--- config.mk ---
export PLATFORM = sky130hd
export DESIGN_NAME = l2_frontend_rd_arb
export DESIGN_NICKNAME = d
export VERILOG_FILES = /design/src/rtl/l2_frontend_rd_arb.sv
export SDC_FILE = /design/constraint.sdc
export NUM_CORES = 1
export LEC_CHECK = 0
export CAP_MARGIN = 20
export CORE_AREA = 2 2 160 162
export CTS_BUF_LIST = sky130_fd_sc_hd__clkbuf_4 sky130_fd_sc_hd__clkbuf_8 sky130_fd_sc_hd__clkbuf_16
export DETAILED_ROUTE_END_ITERATION = 8
export DIE_AREA = 0 0 162 164
export GPL_TIMING_DRIVEN = 0
export PLACE_DENSITY = 0.5
export SLEW_MARGIN = 20
export SYNTH_ARGS = -nofsm -noshare
export SYNTH_HDL_FRONTEND = slang
export SYNTH_SLANG_ARGS = --single-unit
--- constraint.sdc ---
create_clock -name clk -period 1.8 [get_ports clk]
set_input_delay 0.36 -clock clk [delete_from_list [all_inputs] [get_ports clk]]
set_output_delay 0.36 -clock clk [all_outputs]
set_load 0.005 [all_outputs]
--- src/rtl/l2_frontend_rd_arb.sv ---
// Round-robin read arbiter sharing the core's L2 front-end AXI4 read port (AR/R only).
// One burst in flight at a time; a sticky watchdog flags a burst stalled on the port.
//
// state | meaning
// IDLE  | arbitrate; winner's AR ready asserted combinationally, capture on handshake
// ADDR  | captured AR presented on m_ar_*, held until m_ar_ready
// DATA  | R beats routed to grant_idx until the last beat is accepted
module l2_frontend_rd_arb #(
   parameter int NumReq         = 2,
   parameter int AddrWidth      = 64,
   parameter int DataWidth      = 64,
   parameter int IdWidth        = 4,
   parameter int TimeoutCycles  = 1024,
   localparam int IdxW          = $clog2(NumReq)
) (
   input  logic                           clk,
   input  logic                           rst_n,
   input  logic [NumReq-1:0]              req_ar_valid,
   output logic [NumReq-1:0]              req_ar_ready,
   input  logic [NumReq*AddrWidth-1:0]    req_ar_addr,
   input  logic [NumReq*8-1:0]            req_ar_len,
   input  logic [NumReq*3-1:0]            req_ar_size,
   input  logic [NumReq*2-1:0]            req_ar_burst,
   input  logic [NumReq*IdWidth-1:0]      req_ar_id,
   output logic [NumReq-1:0]              req_r_valid,
   input  logic [NumReq-1:0]              req_r_ready,
   output logic [DataWidth-1:0]           req_r_data,
   output logic [1:0]                     req_r_resp,
   output logic                           req_r_last,
   output logic [IdWidth-1:0]             req_r_id,
   output logic                           m_ar_valid,
   input  logic                           m_ar_ready,
   output logic [AddrWidth-1:0]           m_ar_addr,
   output logic [7:0]                     m_ar_len,
   output logic [2:0]                     m_ar_size,
   output logic [1:0]                     m_ar_burst,
   output logic [IdWidth+IdxW-1:0]        m_ar_id,
   output logic                           m_ar_lock,
   output logic [3:0]                     m_ar_cache,
   output logic [2:0]                     m_ar_prot,
   output logic [3:0]                     m_ar_qos,
   input  logic                           m_r_valid,
   output logic                           m_r_ready,
   input  logic [DataWidth-1:0]           m_r_data,
   input  logic [1:0]                     m_r_resp,
   input  logic                           m_r_last,
   input  logic [IdWidth+IdxW-1:0]        m_r_id,
   output logic                           busy,
   output logic [IdxW-1:0]                grant_idx,
   output logic                           timeout
);

   localparam int CntW = $clog2(TimeoutCycles + 1);
   localparam logic [CntW-1:0] CntMax = CntW'(TimeoutCycles);

   typedef enum logic [1:0] {IDLE, ADDR, DATA} state_t;

   state_t                 state;
   logic [IdxW-1:0]        rr_ptr;
   logic [IdxW-1:0]        win_idx;
   logic [IdxW-1:0]        cand;
   logic                   win_found;
   logic [IdWidth-1:0]     cap_id;
   logic [CntW-1:0]        stall_cnt;
   logic [CntW-1:0]        stall_nxt;
   logic                   hs_any;
   logic                   unused_r_id_hi;

   // Walk from the highest offset down so the lowest offset from rr_ptr wins.
   always_comb begin
      win_found = 1'b0;
      win_idx   = '0;
      cand      = '0;
      for (int k = NumReq - 1; k >= 0; k--) begin
         cand = IdxW'((int'(rr_ptr) + k) % NumReq);
         if (req_ar_valid[cand]) begin
            win_found = 1'b1;
            win_idx   = cand;
         end
      end
   end

   always_comb begin
      req_ar_ready = '0;
      if (rst_n && state == IDLE && win_found) req_ar_ready[win_idx] = 1'b1;
   end

   always_comb begin
      req_r_valid = '0;
      if (state == DATA) req_r_valid[grant_idx] = m_r_valid;
   end

   assign m_r_ready  = (state == DATA) && req_r_ready[grant_idx];
   assign m_ar_id    = {grant_idx, cap_id};
   assign m_ar_lock  = 1'b0;
   assign m_ar_cache = 4'b0010;
   assign m_ar_prot  = 3'b000;
   assign m_ar_qos   = 4'b0000;
   assign busy       = (state != IDLE);

   assign req_r_data = m_r_data;
   assign req_r_resp = m_r_resp;
   assign req_r_last = m_r_last;
   assign req_r_id   = m_r_id[IdWidth-1:0];
   assign unused_r_id_hi = ^m_r_id[IdWidth+IdxW-1:IdWidth];

   always_ff @(posedge clk or negedge rst_n) begin
      if (!rst_n) begin
         state      <= IDLE;
         rr_ptr     <= '0;
         grant_idx  <= '0;
         m_ar_valid <= 1'b0;
         m_ar_addr  <= '0;
         m_ar_len   <= '0;
         m_ar_size  <= '0;
         m_ar_burst <= '0;
         cap_id     <= '0;
      end else begin
         unique case (state)
            IDLE: if (win_found) begin
               m_ar_addr  <= req_ar_addr[win_idx*AddrWidth +: AddrWidth];
               m_ar_len   <= req_ar_len[win_idx*8 +: 8];
               m_ar_size  <= req_ar_size[win_idx*3 +: 3];
               m_ar_burst <= req_ar_burst[win_idx*2 +: 2];
               cap_id     <= req_ar_id[win_idx*IdWidth +: IdWidth];
               grant_idx  <= win_idx;
               rr_ptr     <= (win_idx == IdxW'(NumReq - 1)) ? '0 : win_idx + IdxW'(1);
               m_ar_valid <= 1'b1;
               state      <= ADDR;
            end
            ADDR: if (m_ar_ready) begin
               m_ar_valid <= 1'b0;
               state      <= DATA;
            end
            DATA: if (m_r_valid && m_r_ready && m_r_last) state <= IDLE;
            default: begin
               m_ar_valid <= 1'b0;
               state      <= IDLE;
            end
         endcase
      end
   end

   assign hs_any = (m_ar_valid && m_ar_ready) || (m_r_valid && m_r_ready);

   always_comb begin
      stall_nxt = stall_cnt;
      if (state == IDLE || hs_any) stall_nxt = '0;
      else if (stall_cnt != CntMax) stall_nxt = stall_cnt + CntW'(1);
   end

   // Watchdog only observes; the burst is never aborted by it.
   always_ff @(posedge clk or negedge rst_n) begin
      if (!rst_n) begin
         stall_cnt <= '0;
         timeout   <= 1'b0;
      end else begin
         stall_cnt <= stall_nxt;
         if (stall_nxt == CntMax) timeout <= 1'b1;
      end
   end

endmodule
# Yosys cells after proc, flatten, opt, wreduce, memory -nomap -nowiden
# Cells that the tools add are included.
[totals]
out_inout_bits = 174
word_cells = 76
regBits = 98
inputBits = 242
ramBits = 0
romBits = 0
mem_count = 0
latchBits = 0
[op_classes]
add_sub_neg = 3
n_shift = 5
n_reduce_logical = 15
n_mux = 26
order_cmp = 6
multipliers = 1
eq_ne = 7
div = 0
bitwise_logic = 2
[ops]
columns = ["operator", "n"]
rows = [
  ["indexed part select 128 x 8 -> 64 bit", 1],
  ["two-way mux 11 bit", 2],
  ["indexed part select 16 x 5 -> 8 bit", 1],
  ["two-way mux 1 bit", 15],
  ["adder 11 x 1 -> 11 bit (second input constant)", 1],
  ["equality test 11 bit (second input constant)", 1],
  ["inequality test 11 bit (second input constant)", 1],
  ["two-way mux 2 bit", 5],
  ["logical AND 1 bit", 8],
  ["< comparator 1 x 2 -> 1 bit (second input constant)", 4],
  ["indexed part select 8 x 4 -> 4 bit", 1],
  ["case mux 2 bit (3 select lines)", 1],
  ["AND reduction 3 bit", 2],
  ["indexed part select 6 x 4 -> 3 bit", 1],
  ["inequality test 2 bit (second input constant)", 2],
  ["indexed part select 4 x 3 -> 2 bit", 1],
  ["multiplier 1 x 2 -> 3 bit (second input constant)", 1],
  ["case mux 1 bit (3 select lines)", 1],
  ["adder 1 bit (second input constant)", 2],
  ["bitwise AND 2 bit", 1],
  ["demux 1 bit (select 1 bit)", 2],
  ["equality test 2 x 1 -> 1 bit (second input constant)", 1],
  ["equality test 2 bit (second input constant)", 1],
  [">= comparator 1 bit (second input constant)", 2],
  ["6 further kinds", 7],
]

# Longest topological paths before layout
# Gate-level depths: netlist of the first run.
[depth]
ltp_word = 10
mapped_depth = 7
depth_no_buf = 7

# Least setup slack after synthesis of the first run
# Ideal clock, no wire load.
[synth_path]
kind = "register to output"
startpoint = "reg state[1]"
endpoint = "out req_ar_ready[0]"
arrival_time_ns = 1.315
required_ns = 1.440
n_path_buf = 2
path_slack_ns = 0.125
stages_incl_launch_ff = 7
cell_sequence = "dfrtp_1 nor2_1 inv_1 a211oi_1 buf_2 buf_2 and2_1"
[synth_between]
elab_chain_len = 4
[synth_lines]
columns = ["item", "line", "text"]
rows = [
  ["from (decl)", "58", "state_t state;"],
  ["from (signal assigned)", "109", "state <= IDLE;"],
  ["from (signal assigned)", "129", "state <= ADDR;"],
  ["from (signal assigned)", "133", "state <= DATA;"],
  ["zero test 2 bit", "85", "if (rst_n && state == IDLE && win_found) req_ar_ready[win_idx] = 1'b1;"],
  ["logical AND 1 bit (2 in series)", "85", ""],
  ["two-way mux 2 bit", "85", ""],
  ["to (decl)", "19", "output logic [NumReq-1:0] req_ar_ready,"],
]
# Every way passes these cells.

# Final worst setup path of the first run
# Same ends and word-level chain as after synthesis.

==> impl_metrics.ini, run 1 <==
[run_status]
status = finished, violations left
violations = negative hold slack, negative setup slack

[sta]
finalWorstSetupSlack_ns = -0.214
holdWs_ns = -0.0929
relSlewSlack = 0.621
fin_worst_skew_ns = 0.0108
rsz0062_at_grt = true
fmaxAchievable_mhz = 497
finalMaxSlewViolations = 0
tightest_slew_ns = 0.569
setup-tns-final_ns = -0.253
setup_viol = 2
post-route-min-period_ns = 2.01
finalCritPeriodShare = 1.12
final_hold_viol_count = 40

[pwr]
p_sw_mw = 4.04
p_leak_nw = 4.34
swShare = 0.347
peakVddDrop_uv = 502
p_int_mw = 7.59
seq_power_share = 0.325
clkPwrFrac = 0.167
pwr-share-comb = 0.508
powerDensity_mw_per_mm2 = 1260
power_mw = 11.6

[logic_synthesis]
avgSynthCellArea_sq_um = 10.5
ys_ff_latch = 98
synth_warnings = 0
yosysMostFrequentCell = dfrtp_1
synth_top_area_share = 0.502
yosys-top-cells-count = dfrtp_1, inv_1, buf_4, a222oi_1, nor2_1
synth-edff-count = 0
synth_cells = 467
yosys.area.top_type = dfrtp_1
synth_flop_cell = dfrtp_1
syn-cell-area_sq_mm = 0.00488
synthTopCellsByArea = dfrtp_1, a222oi_1, buf_4
ys_seq_area_frac = 0.502
async_flop_share = 1.00
ys_types = 38

[finish]
finalNonFillerCells = 1169
fin_nets = 1078
synthToLayoutAreaGrowth_pct = 88.5
drive_gt1_frac = 0.195
finish.utilization = 0.371
n_antenna_cell = 0
fill_cells = 2510
design_area_sq_mm = 0.00921

[worst_setup_path]
crit_fanout = 3
slowest_delay_ns = 0.39
reg2reg_slack_ns = 0.06
crit_family = buffers and inverters
critPathArrivalTime_ns = 1.65
critPathSlowestCell = dfrtp_1
critical_path.cell_chain = nor2_2, inv_2, a211oi_2, buf_4, buf_12, and2_1, buf_2
cp_num_buf_inv = 4
critPathCaptureType = primary output
startpoint_type = flop
required_ns = 1.44
path_class = reg2out

[min_path]
holdCritPathClass = in2async

[clock_tree]
cts-buffers-inserted = 9
clk_latency_ns = 0.36
cts_num_sinks = 98
cts_tree = done
clockBufferDepth = 2
cts_root_buf = clkbuf_16
clk_pin_slew_worst_paths_ns = 0.08
htree_levels = 3

[floorplanning]
io_pins = 416
die_area_sq_mm = 0.0266
coreArea_sq_mm = 0.0248
die_h_um = 164
initial_core_util = 0.197
rows = 58
die_w_um = 162

[global_routing]
grt_max_degree = 61
antenna_found_initial = 0
grt.overflow.total = 0
grtUsageTotal = 0.152
grt_pass1_vias = 4878
grt_pass1_wl_um = 30100

[detailed_routing]
wl_per_cell_um = 18.5
post-route-drc-count = 0
drt_wl_total_um = 21600
drtIter0Drc = 499
avgViaCountPerCell = 4.26
firstDrtPassIters = 8
vias = 4978
postRouteAntennaNets = 0

[placement]
place_hpwl_um = 16500
dp_cells = 1140
postPlaceCellArea_sq_mm = 0.00869
portBuffers = 332
dp_slack_ns = -1.11
gp_congestion = 0.752

[job]
maxCapViolations = 0
[final timing paths]
path | start | endpoint | cells after the start
worst max-delay path | state[1]$_DFFE_PN0P_ | req_ar_ready[0] | 7
worst min-delay path | rst_n | m_ar_addr[58]$_DFFE_PN0P_ | 1
worst max register to register | state[1]$_DFFE_PN0P_ | m_ar_addr[26]$_DFFE_PN0P_ | 9
worst min register to register | timeout$_DFFE_PN0N_ | timeout$_DFFE_PN0N_ | 1
max in group asynchronous | rst_n | cap_id[3]$_DFFE_PN0P_ | 2
min in group clk | timeout$_DFFE_PN0N_ | timeout$_DFFE_PN0N_ | 1
[logic make-up after synthesis]
kind of cell | after synthesis | synth area share
AOI/OAI and AO/OA | 101 | 0.192
xor gates and xnor gates | 10 | 0.0179
adders and majority gates | 2 | 0.00512
buffers and inverters | 200 | 0.223
DFF | 98 | 0.502
muxes | 1 | 0.00205
other | 2 | 0.00154
and+or+nand+nor | 53 | 0.0564
[flip-flops by register name, indices dropped and copies added (netlist names)]
name	flops
m_ar_burst	2
timeout	1
stall_cnt	11
m_ar_valid	1
cap_id	4
m_ar_len	8
m_ar_size	3
state	2
grant_idx	1
m_ar_addr	64
rr_ptr	1
[layout by cell type (no fill, tap or decap), drive strengths merged]
| cell | synthesis | final |
|---|---|---|
| and3 | 2 | 2 |
| inv | 87 | 90 |
| a21oi | 3 | 3 |
| nand4 | 2 | 2 |
| o21ai | 8 | 8 |
| and4 | 1 | 1 |
| ha | 2 | 2 |
| xor2 | 6 | 6 |
| conb | 2 | 12 |
| clkinv | 0 | 3 |
| a211o | 1 | 1 |
| xnor2 | 4 | 4 |
| a41o | 1 | 1 |
| nor2b | 3 | 3 |
| clkdlybuf4s50 | 0 | 322 |
| dfrtp | 98 | 98 |
| clkbuf | 12 | 19 |
| nand3 | 6 | 6 |
| mux2i | 1 | 1 |
| nor2 | 19 | 19 |
| a31oi | 1 | 1 |
| nor3 | 4 | 4 |
| a21boi | 1 | 1 |
| nand2b | 2 | 2 |
| buf | 101 | 123 |
| a222oi | 81 | 81 |
| clkinvlp | 0 | 1 |
| a21o | 4 | 4 |
| nand2 | 10 | 10 |
| nor3b | 1 | 1 |
| a211oi | 1 | 1 |
| and2 | 2 | 2 |
| nor4b | 1 | 1 |
| dlygate4sd2 | 0 | 4 |
[power groups by stage]
stage	logic [mW]	registers (mW)	clock network, mW
floorplan	2.15	3.81	0
global placement	5.55	3.81	0
detailed placement	5.58	3.81	0
CTS	5.90	3.78	2.03
global route	6.45	3.91	2.12
finish	5.90	3.78	1.94
[area by class of cell]
| cell class | instances | area [sq um] | area share |
|---|---|---|---|
| clock buffers | 9 | 225 | 0.0245 |
| flip-flops and latches | 98 | 2460 | 0.267 |
| well taps | 330 | 413 | 0.0448 |
| inverters | 87 | 327 | 0.0355 |
| repair buffers | 346 | 3440 | 0.373 |
| multi-input cells | 179 | 1420 | 0.155 |
| plain buffers | 113 | 866 | 0.0940 |
| clock inverters | 7 | 58.8 | 0.00639 |
[routing by layer]
| layer | global-route usage | wire length (um) |
|---|---|---|
| met2 | 0.278 | 11500 |
| met3 | 0.0422 | 1850 |
| met4 | 0.0430 | 265 |
| met5 | 0 | 0 |
| met1 | 0.172 | 7960 |
[repair_timing]
item,CTS,global route
endpoints found under the hold margin,40,40
pin swaps,4,30
resized for setup,59,31
cloned,0,0
buffers inserted,9,5
setup endpoints to repair,77,68
Note: power is estimated with default switching activity, not from simulation.
==> run 2, diff against run 1 <==
--- a/config.mk
+++ b/config.mk
@@ -12,7 +12,6 @@
 export DIE_AREA = 0 0 162 164
 export GPL_TIMING_DRIVEN = 0
 export PLACE_DENSITY = 0.5
-export SLEW_MARGIN = 20
 export SYNTH_ARGS = -nofsm -noshare
 export SYNTH_HDL_FRONTEND = slang
 export SYNTH_SLANG_ARGS = --single-unit
==> run 2 against run 1 <==
- the flow still finishes with violations (negative hold slack, negative setup slack)
- sequential power barely moved
- die area did not move
- clock-buffer cell count is 2 higher
- maximum frequency is 0.92% higher
- critical endpoint unchanged
- largest power group unchanged
==> impl_metrics.ini, run 2 (synthesized netlist as in run 1, its figures left out) <==
[run_status]
status = finished, violations left
violations = negative hold slack, negative setup slack

[detailed_routing]
drt_wl_total_um = 21400
vias = 4996
post-route-drc-count = 0
postRouteAntennaNets = 0
drtIter0Drc = 555
firstDrtPassIters = 5
avgViaCountPerCell = 4.28
wl_per_cell_um = 18.3

[floorplanning]
die_w_um = 162
rows = 58
coreArea_sq_mm = 0.0248
initial_core_util = 0.197
io_pins = 416
die_h_um = 164
die_area_sq_mm = 0.0266

[sta]
fin_worst_skew_ns = 0.00921
finalWorstSetupSlack_ns = -0.195
rsz0062_at_grt = true
setup_viol = 2
final_hold_viol_count = 40
finalMaxSlewViolations = 0
relSlewSlack = 0.593
tightest_slew_ns = 0.611
finalCritPeriodShare = 1.11
fmaxAchievable_mhz = 501
post-route-min-period_ns = 2.00
holdWs_ns = -0.0855

[worst_setup_path]
critPathSlowestCell = dfrtp_1
path_class = reg2out
startpoint = state[1]$_DFFE_PN0P_
critPathArrivalTime_ns = 1.64
slowest_delay_ns = 0.39
critPathCaptureType = primary output
startpoint_type = flop
critical_path.cell_chain = nor2_2, inv_2, a211oi_2, buf_4, buf_12, and2_4, buf_6
crit_fanout = 2
r2r_start = stall_cnt[0]$_DFF_PN0_
required_ns = 1.44

[finish]
n_antenna_cell = 0
fill_cells = 2528
multi_input_area_sq_mm = 0.00142
largest_register_ff_count = 64
layout_common_cells = clkdlybuf4s50_1, buf_4, dfrtp_1
regMostFlops = m_ar_addr
finish.utilization = 0.370
synthToLayoutAreaGrowth_pct = 88.1
drive_gt1_frac = 0.194
ff_latch_area_sq_mm = 0.00246
final_common_cell = clkdlybuf4s50_1
design_area_sq_mm = 0.00919
reg_top3 = m_ar_addr x64, stall_cnt x11, m_ar_len x8
fin_nets = 1076

[global_routing]
grt_pass1_vias = 4901
grt.busiest_layer = met2
grt.overflow.total = 0
antenna_found_initial = 0
grt_max_degree = 61
grtUsageMet3 = 0.0508
met1_usage = 0.171
grtUsageTotal = 0.151
grt_pass1_wl_um = 30100
grt_use_met2 = 0.278

[clock_tree]
htree_levels = 3
cts_num_sinks = 98
clk_latency_ns = 0.35
clockBufferDepth = 2
cts-buffers-inserted = 9
cts_root_buf = clkbuf_16
cts_tree = done
clk_pin_slew_worst_paths_ns = 0.07

[placement]
portBuffers = 332
place_hpwl_um = 16500
postPlaceCellArea_sq_mm = 0.00868
gp_congestion = 0.752

[pwr]
powerDensity_mw_per_mm2 = 1260
p_leak_nw = 4.32
peakVddDrop_uv = 503

[job]
maxCapViolations = 0

[min_path]
holdCritPathClass = in2async
==> run 2: path summary, 6_finish.rpt <==
kind	endpoint	slack (ns)	depth (start not counted)
max reg2reg	timeout$_DFFE_PN0N_	0.08	7
min in group clk	timeout$_DFFE_PN0N_	0.48	1
max in group asynchronous	cap_id[3]$_DFFE_PN0P_	1.21	2
max	req_ar_ready[0]	-0.20	7
min	m_ar_addr[58]$_DFFE_PN0P_	-0.09	1
min reg2reg	timeout$_DFFE_PN0N_	0.48	1
==> run 2: metrics by stage <==
stage,TNS (ns),power [mW],setup WS [ns],instances
after floorplan,0,5.96,0.125,477
after detailed placement,-44.73,9.39,-1.13,1140
after global routing,-0.631,12.4,-0.293,1167
final,-0.344,11.6,-0.195,1167
after global placement,-434.98,9.36,-4.05,1139
after CTS,-0.396,11.6,-0.245,1164
==> run 2: metal layers <==
layer,vias up,share of wire
li1,2310,-
met1,2435,0.36
met2,242,0.54
met3,9,0.094
met4,0,0.0055
met5,-,0
==> run 2: what timing repair did <==
item / CTS / global route
pin swaps: 4 / 7
resized for setup: 53 / 40
endpoints found under the hold margin: 40 / 40
buffers inserted: 8 / 3
endpoints found under the setup margin: 78 / 68
==> run 2: area by class of cell <==
type / count / share of cell area
timing repair buffer: 344 / 0.373
sequential: 98 / 0.267
multi-input combinational: 179 / 0.155
buffer: 113 / 0.0934
tap: 330 / 0.0449
inverter: 87 / 0.0355
clock buffer: 11 / 0.0268
clock inverter: 5 / 0.00422
==> run 2: where the power goes <==
part | internal, mW | switching, mW
clock | 1.00 | 0.926
combinational | 3.42 | 2.44
sequential | 3.18 | 0.614
==> run 2: worst max-delay path: cells and delay by family (launching register included) <==
kind	cells	cell delay (ns)
AND/OR/NAND/NOR	2	0.29
flip-flops	1	0.39
buffers and inverters	4	0.43
AO/OA/AOI/OAI	1	0.18
==> run 3, diff against run 2 <==
==> constraint.sdc (replaced) <==
create_clock -name clk -period 1.9 [get_ports clk]
set_input_delay 0.38 -clock clk [delete_from_list [all_inputs] [get_ports clk]]
set_output_delay 0.38 -clock clk [all_outputs]
set_load 0.005 [all_outputs]
==> run 3 against run 2 <==
- the run still ends with negative hold slack, negative setup slack left
- critical path type unchanged
- combinational power shrank 6.6%
- clock power shrank 6%
- sequential power shrank 5%
==> impl_metrics.ini, run 3 (synthesized netlist as in run 1, its figures left out) <==
[run_status]
status = finished, violations left
violations = negative hold slack, negative setup slack

[finish]
largest_register_ff_count = 64
drive_gt1_frac = 0.184
n_antenna_cell = 0
finish.utilization = 0.368
layout_common_cells = clkdlybuf4s50_1, buf_4, dfrtp_1
regMostFlops = m_ar_addr
fill_cells = 2538
reg_top3 = m_ar_addr x64, stall_cnt x11, m_ar_len x8
fin_nets = 1077
synthToLayoutAreaGrowth_pct = 86.9
final_common_cell = clkdlybuf4s50_1

[floorplanning]
coreArea_sq_mm = 0.0248
die_area_sq_mm = 0.0266
io_pins = 416
die_h_um = 164
die_w_um = 162
rows = 58
initial_core_util = 0.197

[sta]
holdWs_ns = -0.0634
setup-tns-final_ns = -0.193
relSlewSlack = 0.593
setup_viol = 2
finalCritPeriodShare = 1.05
fin_worst_skew_ns = 0.0112
final_hold_viol_count = 40
finalWorstSetupSlack_ns = -0.104
tightest_slew_ns = 0.610
rsz0062_at_grt = true
post-route-min-period_ns = 2.00
fmaxAchievable_mhz = 499
finalMaxSlewViolations = 0

[placement]
dp_slack_ns = -1.07
place_hpwl_um = 16500
portBuffers = 332
gp_congestion = 0.752

[worst_setup_path]
slowest_delay_ns = 0.39
crit_fanout = 2
startpoint_type = flop
critical_path.cell_chain = nor2_2, inv_2, a211oi_2, buf_4, buf_12, and2_1, buf_2
required_ns = 1.52
path_class = reg2out
critPathArrivalTime_ns = 1.62
critPathSlowestCell = dfrtp_1
reg2regPathDepth = 7
critPathCaptureType = primary output

[clock_tree]
cts_tree = done
clk_latency_ns = 0.36
clockBufferDepth = 2
cts_num_sinks = 98
cts-buffers-inserted = 9
clk_pin_slew_worst_paths_ns = 0.07
cts_root_buf = clkbuf_16
htree_levels = 3

[detailed_routing]
avgViaCountPerCell = 4.29
firstDrtPassIters = 8
drt_wl_total_um = 21400
drtIter0Drc = 548
wl_per_cell_um = 18.3
post-route-drc-count = 0
postRouteAntennaNets = 0
vias = 5007

[job]
maxCapViolations = 0

[global_routing]
grt_pass1_vias = 4885
grtUsageTotal = 0.151
antenna_found_initial = 0
grt_max_degree = 61
grt_pass1_wl_um = 30000
grt.overflow.total = 0

[pwr]
powerDensity_mw_per_mm2 = 1190
peakVddDrop_uv = 477
power_mw = 10.9
p_leak_nw = 4.32

[min_path]
holdCritPathClass = in2async
## run 3: layout make-up
class,count,area [sq um],area share
well taps,330,413,0.0452
repair buffers,345,3420,0.375
clock inverters,5,38.8,0.00425
inverters,87,327,0.0358
multi-input cells,179,1410,0.154
plain buffers,113,820,0.0898
clock buffers,11,246,0.0270
flip-flops and latches,98,2450,0.269
## run 3: worst max-delay path: cells and delay by family, from the launching register on
family,cells,cell delay (ns)
buffers and inverters,4,0.46
flip-flops,1,0.39
AND/OR/NAND/NOR,2,0.26
AO/OA/AOI/OAI,1,0.18
## run 3: through the flow
step                area [sq um]  instances
floorplan                   4920        477
global placement            8660       1139
detailed placement          8680       1140
CTS                         9070       1164
global route                9130       1168
finish                      9130       1168
## run 3: what timing repair did
action / 4_1_cts / 5_1_grt
setup buffers: 8 / 4
pin swaps: 4 / 6
setup endpoints to repair: 74 / 63
gates cloned: 0 / 0
gates resized for setup: 31 / 26
endpoints found under the hold margin: 40 / 40
## run 3: power breakdown
| group | switching, mW | internal [mW] |
|---|---|---|
| Clock | 0.876 | 0.949 |
| Combinational | 2.30 | 3.18 |
| Sequential | 0.593 | 3.01 |
## run 3: worst paths after layout
kind	start	end	slack [ns]
min reg2reg	timeout$_DFFE_PN0N_	timeout$_DFFE_PN0N_	0.48
max in group asynchronous	rst_n	m_ar_addr[47]$_DFFE_PN0P_	1.29
max	state[1]$_DFFE_PN0P_	req_ar_ready[0]	-0.10
min in group clk	timeout$_DFFE_PN0N_	timeout$_DFFE_PN0N_	0.48
max reg2reg	rr_ptr$_DFFE_PN0P_	m_ar_addr[13]$_DFFE_PN0P_	0.12
min	rst_n	m_ar_addr[58]$_DFFE_PN0P_	-0.06
## run 3: metal layers
| layer | up-vias | global-route usage | share of wire |
|---|---|---|---|
| li1 | 2312 | - | - |
| met1 | 2441 | 0.171 | 0.37 |
| met2 | 244 | 0.275 | 0.54 |
| met3 | 10 | 0.0508 | 0.090 |
| met4 | 0 | 0.0290 | 0.0055 |
| met5 | - | 0 | 0 |
